`src/rtl/pwm_capture.sv`:
```
// rtl/pwm_capture.sv - measures high time and period of an asynchronous PWM input
// Results are a registered pair with a one-cycle valid strobe; timeout flags a stuck line.
module pwm_capture #(
   parameter int WIDTH = 8
) (
   input  logic             clk,
   input  logic             rst_n,
   input  logic             ena,
   input  logic             pwm_in,
   output logic [WIDTH-1:0] high_cnt,
   output logic [WIDTH-1:0] period_cnt,
   output logic             valid,
   output logic             timeout,
   output logic             stuck_level
);

   typedef enum logic [1:0] {IDLE, HIGH, LOW} state_t;

   localparam logic [WIDTH-1:0] CNT_MAX = {WIDTH{1'b1}};
   localparam logic [WIDTH-1:0] CNT_ONE = {{(WIDTH-1){1'b0}}, 1'b1};

   state_t           state_q, state_d;
   logic             s1_q, s2_q, s3_q;
   logic [WIDTH-1:0] cnt_q, cnt_d;
   logic [WIDTH-1:0] hi_len_q, hi_len_d;
   logic [WIDTH-1:0] high_q, high_d;
   logic [WIDTH-1:0] period_q, period_d;
   logic             valid_q, valid_d;
   logic             timeout_q, timeout_d;
   logic             stuck_q, stuck_d;
   logic             rise, fall, saturated;

   assign rise      = s2_q & ~s3_q;
   assign fall      = ~s2_q & s3_q;
   assign saturated = (cnt_q == CNT_MAX);

   // ena gates every register, the synchronizer included, so a paused block resumes untouched
   always_ff @(posedge clk or negedge rst_n) begin
      if (!rst_n) begin
         state_q   <= IDLE;
         s1_q      <= 1'b0;
         s2_q      <= 1'b0;
         s3_q      <= 1'b0;
         cnt_q     <= '0;
         hi_len_q  <= '0;
         high_q    <= '0;
         period_q  <= '0;
         valid_q   <= 1'b0;
         timeout_q <= 1'b0;
         stuck_q   <= 1'b0;
      end else if (ena) begin
         state_q   <= state_d;
         s1_q      <= pwm_in;
         s2_q      <= s1_q;
         s3_q      <= s2_q;
         cnt_q     <= cnt_d;
         hi_len_q  <= hi_len_d;
         high_q    <= high_d;
         period_q  <= period_d;
         valid_q   <= valid_d;
         timeout_q <= timeout_d;
         stuck_q   <= stuck_d;
      end
   end

   always_comb begin
      state_d   = state_q;
      cnt_d     = cnt_q;
      hi_len_d  = hi_len_q;
      high_d    = high_q;
      period_d  = period_q;
      valid_d   = 1'b0;
      timeout_d = timeout_q;
      stuck_d   = stuck_q;
      case (state_q)
         IDLE: begin
            if (rise) begin
               cnt_d   = CNT_ONE;
               state_d = HIGH;
            end
         end
         HIGH: begin
            if (fall) begin
               hi_len_d = cnt_q;
               cnt_d    = cnt_q + CNT_ONE;
               state_d  = LOW;
            end else if (saturated) begin
               state_d   = IDLE;
               timeout_d = 1'b1;
               stuck_d   = s2_q;
            end else begin
               cnt_d = cnt_q + CNT_ONE;
            end
         end
         LOW: begin
            if (rise) begin
               high_d    = hi_len_q;
               period_d  = cnt_q;
               valid_d   = 1'b1;
               timeout_d = 1'b0;
               cnt_d     = CNT_ONE;
               state_d   = HIGH;
            end else if (saturated) begin
               state_d   = IDLE;
               timeout_d = 1'b1;
               stuck_d   = s2_q;
            end else begin
               cnt_d = cnt_q + CNT_ONE;
            end
         end
         default: state_d = IDLE;
      endcase
   end

   assign high_cnt    = high_q;
   assign period_cnt  = period_q;
   assign valid       = valid_q;
   assign timeout     = timeout_q;
   assign stuck_level = stuck_q;

endmodule

```
`config.mk`:
```
export PLATFORM = sky130hd
export DESIGN_NAME = pwm_capture
export DESIGN_NICKNAME = d
export VERILOG_FILES = /design/src/rtl/pwm_capture.sv
export SDC_FILE = /design/constraint.sdc
export NUM_CORES = 1
export LEC_CHECK = 0
export CELL_PAD_IN_SITES_DETAIL_PLACEMENT = 1
export CELL_PAD_IN_SITES_GLOBAL_PLACEMENT = 2
export CORE_MARGIN = 2
export CORE_UTILIZATION = 25
export CTS_CLUSTER_SIZE = 10
export DETAILED_ROUTE_END_ITERATION = 10
export HOLD_SLACK_MARGIN = 0.1
export MAX_ROUTING_LAYER = met4
export PLACE_DENSITY_LB_ADDON = 0.3
export SETUP_SLACK_MARGIN = 0.1
export SLEW_MARGIN = 20
export SYNTH_ARGS = -nofsm -noshare
export SYNTH_HDL_FRONTEND = slang
export SYNTH_SLANG_ARGS = --single-unit
```
`constraint.sdc`:
```
create_clock -name clk -period 3.65 [get_ports clk]
set_clock_uncertainty 0.15 [all_clocks]
set_input_delay 0.9125 -clock clk [delete_from_list [all_inputs] [get_ports clk]]
set_output_delay 0.9125 -clock clk [all_outputs]
set_load 0.01 [all_outputs]
```
==> results of run 1 <==
==> power by group through the flow <==
stage                     Sequential (mW)  Clock [mW]  Combinational, mW
final                               0.576       0.362              0.372
after global routing                0.592       0.394              0.417
after CTS                           0.578       0.378              0.375
after detailed placement            0.587           0              0.375
after global placement              0.581           0              0.369
after floorplan                     0.583           0              0.233
==> placed cells by master (no fill, tap or decap), types with 3 or more instances in the layout <==
cell type        Yosys  layout
nor3_1               3       3
mux2_2              22      22
clkdlybuf4s50_1      0      21
nand2b_1             3       3
o21ai_0             12      12
nand3_1              5       5
dfrtp_1             40      40
nand2_1             13      13
clkbuf_8             0       5
ha_1                 5       5
a21oi_1              7       7
inv_1                7       7
nor2_1               6       6
==> logic make-up (layout without fill, tap and decap cells) <==
kind of cell	count (synthesis)	in the layout	share of synthesized area, %
and+or+nand+nor	45	45	14.7
DFF	40	40	54.1
AOI/OAI and AO/OA	34	34	12.0
muxes	22	22	13.4
buffers and inverters	11	38	2.43
adders and majority gates	5	5	3.38
==> Yosys cell counts, types with 2 or more instances <==
library cell / instances
mux2_2: 22
nand3_1: 5
nor2_1: 6
dfrtp_1: 40
buf_2: 3
inv_1: 7
o31ai_1: 2
and3b_1: 2
nor3_1: 3
a21oi_1: 7
nand2b_1: 3
or3_4: 2
ha_1: 5
a31oi_1: 2
nand2_1: 13
o21ai_0: 12
==> critical path, delay by kind of cell <==
kind	cells	cell delay (ns)
AO/OA/AOI/OAI	1	0.44
buffers and inverters	1	0.69
AND/OR/NAND/NOR	3	0.53
==> routing by layer <==
layer / GRT usage [%] / share of wire [%] / up-vias
met2: 18.9 / 49 / 28
met3: 2.18 / 3.7 / 8
met4: 3.46 / 1.3 / 0
met1: 13.1 / 46 / 671
met5: - / 0 / -
li1: - / - / 626
==> registers in the layout (all words and copies together) (netlist names) <==
register,cells
valid,1
s3_q,1
s1_q,1
timeout,1
stuck_level,1
hi_len_q,8
s2_q,1
state_q,2
high_cnt,8
cnt_q,8
period_cnt,8
==> worst max-delay path by stage <==
stage	slack, ns	start	end
floorplan	1.51	ena	cnt_q[7]
global placement	0.89	ena	cnt_q[7]
detailed placement	0.77	ena	cnt_q[7]
CTS	1.10	ena	cnt_q[7]
global route	0.96	ena	cnt_q[7]
finish	1.08	ena	cnt_q[7]
==> cell type report <==
class / count / share of cell area [%]
multi-input combinational: 106 / 35.2
timing repair buffer: 23 / 9.72
clock inverter: 3 / 1.86
inverter: 7 / 1.15
sequential: 40 / 43.7
clock buffer: 5 / 3.00
tap: 99 / 5.41
==> metrics by stage <==
stage	utilization, %	total power [mW]	cells	cell area [sq um]
after floorplan	-	0.816	157	1850
after global placement	30.2	0.950	275	2180
after detailed placement	30.2	0.962	275	2180
after CTS	31.8	1.33	283	2290
after global routing	31.8	1.40	283	2290
final	31.8	1.31	283	2290
==> metrics.md, run 1 <==
| Metric | Value |
|---|---|
| Post_cts resized | `0` |
| Unique masters post-synth | `39` |
| HP Class | `flop to flop` |
| Average routed wire per standard cell | `approximately 14 microns` |
| Post-synth EDFFs | `0` |
| Die W | `around 90 microns` |
| CTS tree | `done` |
| Max-Cap Viols | `0` |
| Drt total wl | `3.99 mm` |
| Syn_area_per_cell | `around 12 sq um` |
| Period minus WS final | `2.57 ns` |
| Antenna violations before repair | `0` |
| Area contributors post-synth | `dfrtp_1 (54%), mux2_2 (13%), ha_1 (3.4%)` |
| Relative slew slack | `39.2%` |
| Clk network pwr share | `27.6%` |
| Slowest stage delay, CP | `0.69 ns` |
| Asr flop ratio synth | `100%` |
| Clk_lat worst skew | `0.29 ns` |
| Mapped Nets | `166` |
| Setup_tns | `0 ns` |
| R2R Path End | `stuck_level` |
| IO Pins | `23` |
| Flop2flop setup slack | `between 1 and 1.5 ns` |
| Dpl ws | `0.766 ns` |
| RSZ-0062 raised after global routing | `false` |
| Fin crit share | `70.3%` |
| Post-synthesis instance total | `157` |
| Via count | `1333` |
| Total gr overflow | `0` |
| Hold_ws | `0.332 ns` |
| Post-CTS Setup Bufs | `0` |
| Biggest area consumer among synthesized cells | `dfrtp_1` |
| Reg clk slew, reported paths | `approximately 0.080 ns` |
| Kind of critical path | `primary input to flop` |
| GRT Util Overall | `11.1%` |
| Final Setup Violations | `0` |
| Initial Util | `25.7%` |
| CP max stage cell | `clkdlybuf4s50_1` |
| DIE AREA | `8110 sq um` |
| Hold-fix buffers, CTS | `0` |
| CORE AREA | `around 7200 sq um` |
| Largest net degree at the start of global routing | `between 40 and 50` |
| Hold path depth | `2` |
| Fin. max-slew vios | `0` |
| Sequential cell area | `1000 sq um` |
| Worst path cell trace | `clkdlybuf4s50_1 -> nand2b_1 -> a2111oi_2 -> nor4bb_1 -> nor3_1` |
| Area growth syn-to-layout | `23.7%` |
| Post-route ant nets | `0` |
| Detail Placement HPWL | `2.84 mm` |
| TritonCTS Buffers | `5` |
| PwrDens | `between 500 and 600 nW/um^2` |
| ANT cells | `0` |
| Worst Slack Setup Final | `around 1.1 ns` |
| Synth Register Bits | `40` |
| Port-buffer cells | `22` |
| First-pass GRT wire length | `7.12 mm` |
| Number of global-route vias before repair | `1485` |
| Row count | `31` |
| Die Ht | `90.1 microns` |
| CTS Sinks | `40` |
| Synthesized cell area | `about 1900 sq um` |
| Multi-input gate area | `806 sq um` |
| P_sw | `0.425 mW` |
| Fmax | `0.389 GHz` |
| Total iterations of the first detailed-routing run | `4` |
| Routed vias/inst | `4.71` |
| Drt drc | `0` |
| Iteration-0 DRC count of the detailed router | `36` |
| Worst-margin pin slew | `0.912 ns` |
| Worst R2R Start | `state_q[1]` |
| Worst Path Max Fanout | `10` |
| Critical Path AT | `about 2.6 ns` |
| H-tree depth | `2` |
| Sw Ratio | `32.4%` |
| Yosys warns | `0` |
| Longest Clk Path Bufs | `2` |
| Most used DFF post-synth | `dfrtp_1` |
| Critical Path Start Type | `primary input` |
| Gpl congestion | `around 0.83` |
| Hold Fails Final Rpt | `0` |
| Register share of total power | `about 44%` |
| VDD IR-drop max | `about 0.17 mV` |
| Path depth of the worst reg2reg path | `6` |
| Status | `complete, no violations` |
| Req. time, crit path | `3.66 ns` |
| HP Start | `period_cnt[1]` |
| Hold Path End | `period_cnt[1]` |
| Fillers | `819` |
| Synth top area share | `54.1%` |
| Int Pwr | `just under 0.9 mW` |
| Share of cells above drive strength 1 | `21.2%` |
| P_leak | `0.997 nW` |
| Sequential fraction of the synthesis area | `roughly 54%` |
| Crit end category | `flop` |
| Nets | `around 190` |
| Combinational share of power | `between 20 and 30%` |
| Root Buffer | `clkbuf_8` |
No activity file was read; power rests on OpenSTA's default activity.
==> run 2: changes to the inputs <==
Clock period 3.65 ns to 2.45 ns, I/O delays scaled along.
==> run 2 against run 1 <==
Effect of this change:
- total power rose by 57%
- final cell count grew 1.4%
- sequential power rose by 49%
- combinational power increased by 54%
- global-route usage hardly changed
- first-iteration DRC count rose by 78%
- critical endpoint is now stuck_level
- design area rose by 2.9%
- worst setup slack lost 0.80 ns
- routed wire length grew 2.8%
- non-clock buffer count up 5
- sequential share of layout area is 1.3 points lower
==> metrics.md, run 2 (synthesized netlist as in run 1, its figures left out) <==
| Metric | Value |
|---|---|
| Clk_lat worst skew | `0.29 ns` |
| Port-buffer cells | `22` |
| Detail Placement HPWL | `3.03 mm` |
| CP max stage cell | `or3_4` |
| Critical Path Start Type | `flop` |
| Hold Fails Final Rpt | `0` |
| Status | `complete, no violations` |
| Initial Util | `25.7%` |
| Nets | `between 150 and 200` |
| Routed vias/inst | `4.68` |
| Worst-margin pin slew | `0.507 ns` |
| DIE AREA | `8110 sq um` |
| Largest net degree at the start of global routing | `22` |
| Total gr overflow | `0` |
| PwrDens | `~880 nW/um^2` |
| HP Class | `primary input to asynchronous set/reset pin` |
| Kind of critical path | `flop to flop` |
| Slowest stage delay, CP | `0.43 ns` |
| Drt total wl | `4.10 mm` |
| Drt drc | `0` |
| Hold-fix buffers, CTS | `0` |
| VDD IR-drop max | `0.323 mV` |
| Flop2flop setup slack | `0.28 ns` |
| Fmax | `roughly 0.46 GHz` |
| Combinational share of power | `approximately 28%` |
| Path depth of the worst reg2reg path | `6` |
| CP bufs+invs | `1` |
| GRT Util Overall | `11.0%` |
| Iteration-0 DRC count of the detailed router | `64` |
| P_leak | `between 1 and 1.5 nW` |
| Post-CTS Setup Bufs | `0` |
| Req. time, crit path | `2.47 ns` |
| Fillers | `816` |
| Sequential cell area | `around 1000 sq um` |
| IO Pins | `23` |
| Share of cells above drive strength 1 | `22.9%` |
| Reg clk slew, reported paths | `around 0.080 ns` |
| Register share of total power | `41.7%` |
| TritonCTS Buffers | `5` |
| Post_cts resized | `0` |
| Crit end category | `flop` |
| Fin cells | `287` |
| Max-Cap Viols | `0` |
| CORE AREA | `7210 sq um` |
| Post-route ant nets | `0` |
| CTS Sinks | `40` |
| Die Ht | `roughly 90 microns` |
| Longest Clk Path Bufs | `2` |
| Average routed wire per standard cell | `14.3 microns` |
| Worst Path Max Fanout | `4` |
| H-tree depth | `2` |
| Antenna violations before repair | `0` |
| Final Setup Violations | `0` |
| Setup_tns | `0 ns` |
| Worst path cell trace | `inv_1 -> ha_1 -> and3b_1 -> or3_4 -> nor3b_2 -> mux2_2` |
| Gpl congestion | `0.832` |
| Family with the most delay on the worst path | `simple AND/OR/NAND/NOR gates` |
| Clk network pwr share | `a little under a third` |
| P_sw | `approximately 0.63 mW` |
| R2R Path End | `stuck_level` |
| Number of global-route vias before repair | `between 1000 and 1500` |
| Total iterations of the first detailed-routing run | `4` |
| Relative slew slack | `65.8%` |
| Multi-input gate area | `~810 sq um` |
| CTS tree | `done` |
| Critical Path AT | `2.19 ns` |
| Fin. max-slew vios | `0` |
| First-pass GRT wire length | `7.03 mm` |
| Sw Ratio | `30.4%` |
| Worst R2R Start | `state_q[1]` |
| Most frequent cells in the layout | `dfrtp_1 (40), mux2_2 (22), clkdlybuf4s50_1 (21)` |
| Root Buffer | `clkbuf_8` |
| Placed Cells | `280` |
| Int Pwr | `1.44 mW` |
| Period minus WS final | `about 2.2 ns` |
| Die W | `90.1 microns` |
| Area growth syn-to-layout | `27.4%` |
| RSZ-0062 raised after global routing | `false` |
| Via count | `between 1000 and 1500` |
| Most common cell after layout, fill and taps aside | `dfrtp_1` |
| Fin crit share | `88.4%` |
| ANT cells | `0` |
| Row count | `31` |
-- run 2: changes by cell type in the layout (fill, tap and decap cells not counted) --
cell / change
clkinvlp_4: -1
buf_12: +1
buf_4: +4
bufinv_16: +1
clkinv_2: -1
-- run 2: routing by layer --
layer / share of wire [%] / vias to the layer above / global-route usage [%]
met3: 3.4 / 6 / 2.68
met5: 0 / - / -
li1: - / 631 / -
met2: 50 / 27 / 18.7
met1: 45 / 679 / 13.1
met4: 1.0 / 0 / 3.08
-- run 2: layout make-up --
class                   count  share of cell area (%)
clock buffers               5                    2.92
clock inverters             2                    2.55
inverters                   7                    1.11
multi-input cells         106                    34.2
flip-flops and latches     40                    42.4
well taps                  99                    5.25
repair buffers             28                    11.6
-- run 2: power groups by stage --
stage | clock network [mW] | logic, mW | registers, mW
after detailed placement | 0 | 0.580 | 0.876
final | 0.629 | 0.573 | 0.861
after global placement | 0 | 0.570 | 0.865
after floorplan | 0 | 0.348 | 0.868
after CTS | 0.650 | 0.582 | 0.864
after global routing | 0.670 | 0.627 | 0.888
-- run 2: per-stage QoR --
step / power (mW) / utilization [%] / instance area [sq um] / setup slack, ns / hold WS [ns]
after floorplan: 1.22 / - / 1850 / 0.455 / 0.167
after global placement: 1.44 / 30.9 / 2230 / 0.141 / 0.308
after detailed placement: 1.46 / 30.9 / 2230 / 0.0675 / 0.322
after CTS: 2.10 / 32.7 / 2360 / 0.269 / 0.129
after global routing: 2.19 / 32.7 / 2360 / 0.148 / 0.150
final: 2.06 / 32.7 / 2360 / 0.283 / 0.124
-- run 2: how the worst max path moves through the flow --
stage / startpoint / end / cells after the start
finish: state_q[1] / stuck_level / 6
global route: cnt_q[0] / stuck_level / 5
global placement: ena / cnt_q[7] / 5
detailed placement: ena / cnt_q[7] / 5
CTS: state_q[1] / stuck_level / 6
floorplan: state_q[1] / stuck_level / 6
-- run 2: worst register-to-register path: cells and delay by family, from the launching register on --
family | cells | cell delay, ns
and+or+nand+nor | 3 | 0.85
buffers and inverters | 1 | 0.08
muxes | 1 | 0.34
adders and majority gates | 1 | 0.22
DFF | 1 | 0.40
